**src/rtl/four_input_gate_test_sequencer_pkg.sv**
```systemverilog
// Shared types and widths for the four-input gate test sequencer.
// Imported by the interface, the settle timer and the top.
package gate_test_pkg;

    typedef enum logic [1:0] {
        IDLE,
        DRIVE,
        DONE
    } state_t;

    localparam int PATTERN_W    = 4;
    localparam int NUM_PATTERNS = 16;
    localparam int CNT_W        = 4;
    localparam int ERR_W        = 5;

endpackage

```
**src/rtl/four_input_gate_test_sequencer_if.sv**
```systemverilog
// Board-side bundle: start button, gate stimulus/response, result LEDs.
// The sequencer is the master; board logic and the gate form the slave.
interface four_input_gate_test_sequencer_if;
    import gate_test_pkg::*;

    logic                 start;
    logic                 a;
    logic                 b;
    logic                 c;
    logic                 d;
    logic                 e;
    logic                 busy;
    logic                 done;
    logic                 pass;
    logic [ERR_W-1:0]     err_count;
    logic                 fail_valid;
    logic [PATTERN_W-1:0] first_fail_idx;

    modport master (
        input  start,
        input  e,
        output a,
        output b,
        output c,
        output d,
        output busy,
        output done,
        output pass,
        output err_count,
        output fail_valid,
        output first_fail_idx
    );

    modport slave (
        output start,
        output e,
        input  a,
        input  b,
        input  c,
        input  d,
        input  busy,
        input  done,
        input  pass,
        input  err_count,
        input  fail_valid,
        input  first_fail_idx
    );

endinterface

```
**src/rtl/four_input_gate_test_sequencer_settle_timer.sv**
```systemverilog
// Per-pattern hold counter; expire marks the sample cycle of a pattern.
// The count wraps to zero on expiry so patterns chain without a gap.
module settle_timer
    import gate_test_pkg::*;
(
    input  logic             clk,
    input  logic             rst,
    input  logic             clear,
    input  logic             enable,
    input  logic [CNT_W-1:0] settle_cycles,
    output logic             expire
);

    logic [CNT_W-1:0] cnt;

    assign expire = enable && (cnt == settle_cycles);

    always_ff @(posedge clk or posedge rst) begin
        if (rst) begin
            cnt <= '0;
        end else if (clear) begin
            cnt <= '0;
        end else if (enable) begin
            if (expire) begin
                cnt <= '0;
            end else begin
                cnt <= cnt + 1'b1;
            end
        end
    end

endmodule

```
**src/rtl/four_input_gate_test_sequencer.sv**
```systemverilog
// Exhaustive 16-pattern sweep of a 4-input gate with truth-table check.
// Drives {a,b,c,d}=idx, samples e at the end of each settle window.
module four_input_gate_test_sequencer
    import gate_test_pkg::*;
#(
    parameter int          SETTLE_CYCLES = 2,
    parameter logic [15:0] TRUTH_TABLE   = 16'h0001
) (
    input  logic                           clk,
    input  logic                           rst,
    four_input_gate_test_sequencer_if.master bus
);

    localparam logic [PATTERN_W-1:0] LAST_IDX =
        PATTERN_W'(NUM_PATTERNS - 1);

    state_t               state;
    logic [PATTERN_W-1:0] idx;
    logic [PATTERN_W-1:0] pat;
    logic                 busy_q;
    logic                 done_q;
    logic                 pass_q;
    logic [ERR_W-1:0]     err_q;
    logic                 fail_valid_q;
    logic [PATTERN_W-1:0] first_fail_q;

    logic                 expire;
    logic                 timer_clear;
    logic                 timer_en;
    logic                 mismatch;
    logic [ERR_W-1:0]     err_next;

    assign timer_en    = (state == DRIVE);
    assign timer_clear = (state != DRIVE) && bus.start;
    assign mismatch    = (bus.e != TRUTH_TABLE[idx]);
    assign err_next    = err_q + {{(ERR_W-1){1'b0}}, mismatch};

    settle_timer u_timer (
        .clk           (clk),
        .rst           (rst),
        .clear         (timer_clear),
        .enable        (timer_en),
        .settle_cycles (CNT_W'(SETTLE_CYCLES)),
        .expire        (expire)
    );

    always_ff @(posedge clk or posedge rst) begin
        if (rst) begin
            state        <= IDLE;
            idx          <= '0;
            pat          <= '0;
            busy_q       <= 1'b0;
            done_q       <= 1'b0;
            pass_q       <= 1'b0;
            err_q        <= '0;
            fail_valid_q <= 1'b0;
            first_fail_q <= '0;
        end else begin
            unique case (state)
                IDLE, DONE: begin
                    if (bus.start) begin
                        state        <= DRIVE;
                        idx          <= '0;
                        pat          <= '0;
                        busy_q       <= 1'b1;
                        done_q       <= 1'b0;
                        pass_q       <= 1'b0;
                        err_q        <= '0;
                        fail_valid_q <= 1'b0;
                        first_fail_q <= '0;
                    end
                end
                DRIVE: begin
                    if (expire) begin
                        err_q <= err_next;
                        if (mismatch && !fail_valid_q) begin
                            fail_valid_q <= 1'b1;
                            first_fail_q <= idx;
                        end
                        // pass is judged on the final count, including this sample
                        if (idx == LAST_IDX) begin
                            state  <= DONE;
                            pat    <= '0;
                            busy_q <= 1'b0;
                            done_q <= 1'b1;
                            pass_q <= (err_next == '0);
                        end else begin
                            idx <= idx + 1'b1;
                            pat <= idx + 1'b1;
                        end
                    end
                end
                default: state <= IDLE;
            endcase
        end
    end

    assign bus.a              = pat[3];
    assign bus.b              = pat[2];
    assign bus.c              = pat[1];
    assign bus.d              = pat[0];
    assign bus.busy           = busy_q;
    assign bus.done           = done_q;
    assign bus.pass           = pass_q;
    assign bus.err_count      = err_q;
    assign bus.fail_valid     = fail_valid_q;
    assign bus.first_fail_idx = first_fail_q;

endmodule

```
**src/flat_wrapper.sv**
```systemverilog
// flat-port wrapper written by rule: the top's interface ports become plain ports
module four_input_gate_test_sequencer_flat import gate_test_pkg::*;
#(
    parameter int          SETTLE_CYCLES = 2,
    parameter logic [15:0] TRUTH_TABLE   = 16'h0001
)
  (clk, rst, bus_start, bus_e, bus_a, bus_b, bus_c, bus_d, bus_busy, bus_done, bus_pass, bus_err_count, bus_fail_valid, bus_first_fail_idx);
  four_input_gate_test_sequencer_if bus_i ();
  input  logic clk;
  input  logic rst;
  input wire logic [$bits(bus_i.start)-1:0] bus_start;
  input wire logic [$bits(bus_i.e)-1:0] bus_e;
  output wire logic [$bits(bus_i.a)-1:0] bus_a;
  output wire logic [$bits(bus_i.b)-1:0] bus_b;
  output wire logic [$bits(bus_i.c)-1:0] bus_c;
  output wire logic [$bits(bus_i.d)-1:0] bus_d;
  output wire logic [$bits(bus_i.busy)-1:0] bus_busy;
  output wire logic [$bits(bus_i.done)-1:0] bus_done;
  output wire logic [$bits(bus_i.pass)-1:0] bus_pass;
  output wire logic [$bits(bus_i.err_count)-1:0] bus_err_count;
  output wire logic [$bits(bus_i.fail_valid)-1:0] bus_fail_valid;
  output wire logic [$bits(bus_i.first_fail_idx)-1:0] bus_first_fail_idx;
  assign bus_i.start = bus_start;
  assign bus_i.e = bus_e;
  assign bus_a = bus_i.a;
  assign bus_b = bus_i.b;
  assign bus_c = bus_i.c;
  assign bus_d = bus_i.d;
  assign bus_busy = bus_i.busy;
  assign bus_done = bus_i.done;
  assign bus_pass = bus_i.pass;
  assign bus_err_count = bus_i.err_count;
  assign bus_fail_valid = bus_i.fail_valid;
  assign bus_first_fail_idx = bus_i.first_fail_idx;
  four_input_gate_test_sequencer #(.SETTLE_CYCLES(SETTLE_CYCLES), .TRUTH_TABLE(TRUTH_TABLE)) u_core (.clk(clk), .rst(rst), .bus(bus_i));
endmodule
```
**config.mk**
```make
export PLATFORM = sky130hd
export DESIGN_NAME = four_input_gate_test_sequencer_flat
export DESIGN_NICKNAME = d
export VERILOG_FILES = /design/src/rtl/four_input_gate_test_sequencer_pkg.sv /design/src/rtl/four_input_gate_test_sequencer_if.sv /design/src/rtl/four_input_gate_test_sequencer_settle_timer.sv /design/src/rtl/four_input_gate_test_sequencer.sv /design/src/flat_wrapper.sv
export SDC_FILE = /design/constraint.sdc
export NUM_CORES = 1
export LEC_CHECK = 0
export ABC_AREA = 0
export CAP_MARGIN = 20
export CORE_UTILIZATION = 50
export CTS_CLUSTER_SIZE = 28
export DETAILED_ROUTE_END_ITERATION = 6
export PLACE_DENSITY = 0.72
export SLEW_MARGIN = 20
export SYNTH_ARGS = -nofsm -noshare
export SYNTH_HDL_FRONTEND = slang
export SYNTH_SLANG_ARGS = --single-unit
```
**constraint.sdc**
```tcl
create_clock -name clk -period 7.9 [get_ports clk]
set_clock_uncertainty 0.2 [all_clocks]
set_input_delay 1.58 -clock clk [delete_from_list [all_inputs] [get_ports clk]]
set_output_delay 1.58 -clock clk [all_outputs]
set_load 0.01 [all_outputs]
```
==> reports/results.ini, run 1 <==
[detailed_routing]
antenna_left = 0
post_drt_wl_per_cell_microns = 14.4
drt_iter0_markers = 11
drc = 0
dr.pass1.iters = 4
vias = 999
wl_mm = 2.61
via_per_inst = 5.52

[placement]
io_buffers = 20
gp_routability_congestion = 0.785
hpwlAfterDp_mm = 1.95

[timing]
final.min_clock_period_ns = 3.62
relSlewSlack_pct = 52.9
tightestPinTransition_ns = 0.706
setup_viol = 0
period_share_pct = 45.9
slew_viol_final = 0
fin_tns_setup_ns = 0
rsz0062_at_grt = false
fmax_ghz = 0.276
hold_viol = 0

[floorplanning]
start_util_pct = 53.6
rows = 18
die_w_microns = 54.0
die_area_sq_mm = 0.00292
fp.dieH_microns = 54.0
ios = 21
fp.coreArea_sq_mm = 0.00252

[cts]
cts-hold-fix-buffers = 0
cts_buffer_depth = 2
tritoncts = built
cts_buffers = 3
clock_sinks = 27
path_clk_slew_ns = 0.14
clk-insertion-delay-late_ns = 0.32
post-cts-setup-buffers = 0
clockRootBuffer = clkbuf_4
post_cts_resized = 0
ctsHtreeMaxLevel = 1

[power_and_ir_drop]
p_comb_share_pct = 43.9
powerDensity_mw_per_mm2 = 335
seqPwrFrac_pct = 44.9
p_leak_nw = 0.737
ir_drop_mv = 0.247
p_int_uw = 332
switching_power_uw = 201
power_switching_share_pct = 37.7
clockPowerShare_pct = 11.2

[layout]
drive_above_1_share_pct = 5.30
utilization_pct = 63.0
syn_to_final_growth_pct = 17.6
fin_nets = 162
fillers = 212
antenna_cells = 0

[global_routing]
grtUsageTotal_pct = 21.3
grt-ovfl-total = 0
antenna_found_initial = 0
grt_max_degree = 28
first_global_vias = 959
grt_pass1_wl_mm = 4.40

[critical_path]
cp-start-kind = input port
reg2reg_slack_ns = 5.04
critPathCaptureType = flop
crit_type = input port to flop
critPathMaxFanout = 4
arrival_ns = 3.68
crit_required_ns = 7.96
worstRegToRegCells = 10

[logic_synthesis]
synth_area_sq_mm = 0.00135
yosysSeqAreaShare_pct = 50.0
syn_avg_cell_area_sq_um = 10.2
netlist.area_leader.share_pct = 50.0
synth_warnings = 0
yosysMostFrequentCell = dfrtp_1
synth_cell_type_count = 34
synthTopCellsByArea = dfrtp_1, ha_1, nand2_1
async_flop_share_pct = 100
synth-edff-count = 0
synthTopCellsByCount = dfrtp_1, nand2_1, o21ai_0, a21oi_1
synth_seq_cells = 27
synth_nets = 142
syn_inst = 132
yosysTopAreaCell = dfrtp_1
ys_dominant_reg_cell = dfrtp_1

[hold_path]
hold_class = flop to flop
hold_depth = 1

[job]
cap_violations = 0

[status]
status = finished clean

[cell type report]
class | instances | area, sq um | share of cell area (%)
Tap cell | 30 | 37.5 | 2.36
Inverter | 6 | 22.5 | 1.42
Timing Repair Buffer | 20 | 200 | 12.6
Sequential cell | 27 | 676 | 42.5
Multi-Input combinational cell | 94 | 628 | 39.5
Clock buffer | 4 | 26.3 | 1.65
[worst max-delay path, stage by stage]
cell,delay [ns]
clkdlybuf4s50_1,0.48
xor2_1,0.26
ha_1,0.25
ha_1,0.22
nand3_1,0.12
xnor2_1,0.16
or4b_1,0.46
o2bb2ai_1,0.15
[final timing paths]
check                              start                      end
min                        u_core.pat[3]            u_core.pat[3]
max                                bus_e          u_core.bus.pass
min reg2reg                u_core.pat[3]            u_core.pat[3]
max in group asynchronous            rst  u_core.bus.err_count[0]
min in group asynchronous            rst    u_core.u_timer.cnt[3]
max reg2reg                u_core.idx[0]          u_core.bus.pass
[registers in the layout, summed over array words and instances (netlist names)]
name and flops:
u_core.bus.first_fail_idx 4, u_core.bus.err_count 5, u_core.state 2, u_core.idx 4, u_core.bus.fail_valid 1, u_core.pat 4, u_core.u_timer.cnt 4, u_core.bus.done 1
u_core.bus.pass 1, u_core.bus.busy 1
[per-layer routing]
| layer | up-vias | part of all wire (%) | GRT usage [%] | wire, microns |
|---|---|---|---|---|
| met4 | 0 | 1.1 | 6.41 | 29 |
| met1 | 476 | 49 | 29.6 | 1290 |
| met5 | - | 0 | 0 | 0 |
| li1 | 501 | - | - | - |
| met2 | 17 | 47 | 34.8 | 1210 |
| met3 | 5 | 2.9 | 2.54 | 75 |
[stage by stage]
step | power, mW | hold slack, ns | worst slack, ns | area [sq um] | std cells
6_report | 0.533 | 0.309 | 4.28 | 1590 | 181
3_5_place_dp | 0.478 | 0.275 | 3.93 | 1560 | 177
4_1_cts | 0.538 | 0.308 | 4.27 | 1590 | 181
3_3_place_gp | 0.468 | 0.263 | 4.03 | 1560 | 177
5_1_grt | 0.581 | 0.330 | 4.09 | 1590 | 181
2_1_floorplan | 0.382 | 0.267 | 4.58 | 1350 | 132
[cell families (layout without fill, tap and decap cells)]
| family | Yosys count | in the layout | synth area share [%] |
|---|---|---|---|
| adders and majority gates | 6 | 6 | 5.55 |
| muxes | 5 | 5 | 3.79 |
| AOI/OAI and AO/OA | 34 | 34 | 16.4 |
| buffers and inverters | 11 | 30 | 3.61 |
| xor gates and xnor gates | 6 | 6 | 3.89 |
| DFF | 27 | 27 | 50.0 |
| and+or+nand+nor | 43 | 43 | 16.8 |
[power by group through the flow]
stage	sequential (mW)	clock (mW)	combinational [mW]
after floorplan	0.244	0	0.138
after global placement	0.240	0	0.228
after detailed placement	0.243	0	0.235
after CTS	0.240	0.0612	0.236
after global routing	0.249	0.0660	0.265
final	0.240	0.0595	0.234
[cells in the final DEF, fill, tap and decap left out, drive strengths merged, types with 2 or more instances in the layout]
cell type and count:
nor2 7, a21o 4, nand3b 2, xnor2 4, nor3b 2, ha 6, mux2i 4, inv 6
a21oi 7, clkbuf 4, nor2b 2, nand2b 2, nor3 2, nand2 17, a22o 4, dfrtp 27
o31ai 3, a31oi 2, o21ai 10, clkdlybuf4s50 20, xor2 2, nand3 5
Power figures use the tool's default switching activity.
==> inputs of run 2 (changes only) <==
- clock period: 7.9 -> 3.5 ns (I/O delays scaled with it)
==> run 2 against run 1 <==
Cell area rose by 1.0%. Worst setup slack got worse by 3.6 ns. Routed wire length rose by 4.3%. Flip-flop and latch count did not move. Sequential share of layout area fell by 0.43 points. Register-to-register slack got worse by 4.4 ns. Count of clock-buffer cells in the layout fell by 1. Largest power group unchanged.
==> reports/results.ini, run 2 (same netlist as run 1, synthesis figures left out) <==
[cts]
cts_buffers = 3  ; unchanged
tritoncts = built  ; unchanged
ctsHtreeMaxLevel = 1  ; unchanged
clk-insertion-delay-late_ns = 0.33  ; was 0.32 ns
clock_sinks = 27  ; unchanged
cts_buffer_depth = 2  ; unchanged
path_clk_slew_ns = 0.15  ; was 0.14 ns
post_cts_resized = 0  ; unchanged
clockRootBuffer = clkbuf_4  ; unchanged
post-cts-setup-buffers = 0  ; unchanged
cts-hold-fix-buffers = 0  ; unchanged

[power_and_ir_drop]
powerDensity_mw_per_mm2 = 760  ; was 335 mW/mm^2
p_leak_nw = 0.750  ; was 0.737 nW
ir_drop_mv = 0.519  ; was 0.247 mV
report.power.total_mw = 1.22  ; was 533 uW

[critical_path]
cp-start-kind = flop  ; was input port
cp_cell_sequence = inv_1 > ha_1 > nor3b_1 > xor2_1 > ha_1 > ha_1 > nand3_1 > xnor2_1 > or4b_1 > o2bb2ai_1  ; was clkdlybuf4s50_1 > xor2_1 > ha_1 > ha_1 > nand3_1 > xnor2_1 > or4b_1 > o2bb2ai_1
critPathCaptureType = flop  ; unchanged
crit_required_ns = 3.56  ; was 7.96 ns
cpPeakStageDelay_ns = 0.47  ; was 0.48 ns
cpLargestDelayFamily = simple AND/OR/NAND/NOR gates  ; unchanged
cp_common_cell = ha_1  ; unchanged
cp.buffers_inverters = 1  ; unchanged
crit_type = flop to flop  ; was input port to flop
cp_slowest_cell = dfrtp_1  ; was clkdlybuf4s50_1
critPathMaxFanout = 6  ; was 4
arrival_ns = 2.93  ; was 3.68 ns

[placement]
hpwlAfterDp_mm = 1.97  ; was 1.95 mm
gp_routability_congestion = 0.800  ; was 0.785
io_buffers = 20  ; unchanged

[hold_path]
hold_class = flop to flop  ; unchanged

[floorplanning]
fp.coreArea_sq_mm = 0.00252  ; unchanged
ios = 21  ; unchanged
start_util_pct = 53.6  ; unchanged
rows = 18  ; unchanged
die_area_sq_mm = 0.00292  ; unchanged
die_w_microns = 54.0  ; unchanged
fp.dieH_microns = 54.0  ; unchanged

[global_routing]
first_global_vias = 949  ; was 959
antenna_found_initial = 0  ; unchanged
grt-ovfl-total = 0  ; unchanged
grt_max_degree = 28  ; unchanged
grtUsageTotal_pct = 22.2  ; was 21.3%
grt_pass1_wl_mm = 4.49  ; was 4.40 mm

[timing]
hold_viol = 0  ; unchanged
relSlewSlack_pct = 59.4  ; was 52.9%
rsz0062_at_grt = false  ; unchanged
setup_viol = 0  ; unchanged
fmax_ghz = 0.349
period_share_pct = 82.0
slew_viol_final = 0  ; unchanged
final.min_clock_period_ns = 2.87
fin_tns_setup_ns = 0  ; unchanged
tightestPinTransition_ns = 0.608  ; was 0.706 ns

[layout]
syn_to_final_growth_pct = 18.8  ; was 17.6%
drive_above_1_share_pct = 6.54  ; was 5.30%
register_area_sq_um = 676  ; unchanged
layout_commonest_cell = dfrtp_1  ; unchanged
multiInputGateArea_sq_um = 628  ; unchanged
fillers = 220  ; was 212
largest_reg_flops = 5  ; unchanged
fin_nets = 164  ; was 162
mostFrequentLayoutCells = dfrtp_1, clkdlybuf4s50_1, nand2_1, o21ai_0, a21oi_1  ; unchanged
antenna_cells = 0  ; unchanged
utilization_pct = 63.7  ; was 63.0%

[job]
cap_violations = 0  ; unchanged

[detailed_routing]
wl_met2_mm = 1.22  ; was 1.21 mm
drc = 0  ; unchanged
antenna_left = 0  ; unchanged
met1Wirelength_mm = 1.35  ; was 1.29 mm
wl_mm = 2.72  ; was 2.61 mm
dr_wl_met3_microns = 96  ; was 75 microns
post_drt_wl_per_cell_microns = 14.8  ; was 14.4 microns
vias = 1012  ; was 999
drt_iter0_markers = 26  ; was 11
via_per_inst = 5.53  ; was 5.52
top_layer_used = met4  ; unchanged
dr.pass1.iters = 4  ; unchanged

[status]
status = finished clean  ; unchanged

## run 2: layer usage
| metal | GRT usage (%) | up-vias |
|---|---|---|
| met1 | 30.2 | 481 |
| met2 | 35.0 | 22 |
| met5 | 0 | - |
| li1 | - | 505 |
| met4 | 8.97 | 0 |
| met3 | 3.39 | 4 |
## run 2: metrics by stage
stage / instance area (sq um) / instances / hold WS, ns / setup slack (ns)
floorplan: 1350 / 132 / 0.267 / 0.932
global placement: 1580 / 179 / 0.263 / 0.515
detailed placement: 1580 / 179 / 0.272 / 0.461
CTS: 1610 / 183 / 0.308 / 0.624
global route: 1610 / 183 / 0.327 / 0.377
finish: 1610 / 183 / 0.308 / 0.631
## run 2: layout make-up
class / instances / share of cell area, %
flip-flops and latches: 27 / 42.1
multi-input cells: 94 / 39.1
repair buffers: 22 / 13.4
well taps: 30 / 2.34
clock buffers: 3 / 1.40
inverters: 6 / 1.40
clock inverters: 1 / 0.312
## run 2: worst paths after layout
| kind | from | end | slack (ns) | cells past startpoint |
|---|---|---|---|---|
| max in group asynchronous | rst | u_core.pat[2] | 2.33 | 3 |
| min in group asynchronous | rst | u_core.idx[3] | 0.51 | 3 |
| min | u_core.bus.pass | u_core.bus.pass | 0.31 | 1 |
| max | u_core.idx[0] | u_core.bus.pass | 0.63 | 10 |
| max reg2reg | u_core.idx[0] | u_core.bus.pass | 0.63 | 10 |
| min reg2reg | u_core.bus.pass | u_core.bus.pass | 0.31 | 1 |
## run 2: power by group
part	internal (mW)	switching [mW]	total (mW)
registers	0.427	0.118	0.546
clock network	0.0429	0.0933	0.136
logic	0.285	0.254	0.539
total	0.755	0.466	1.22
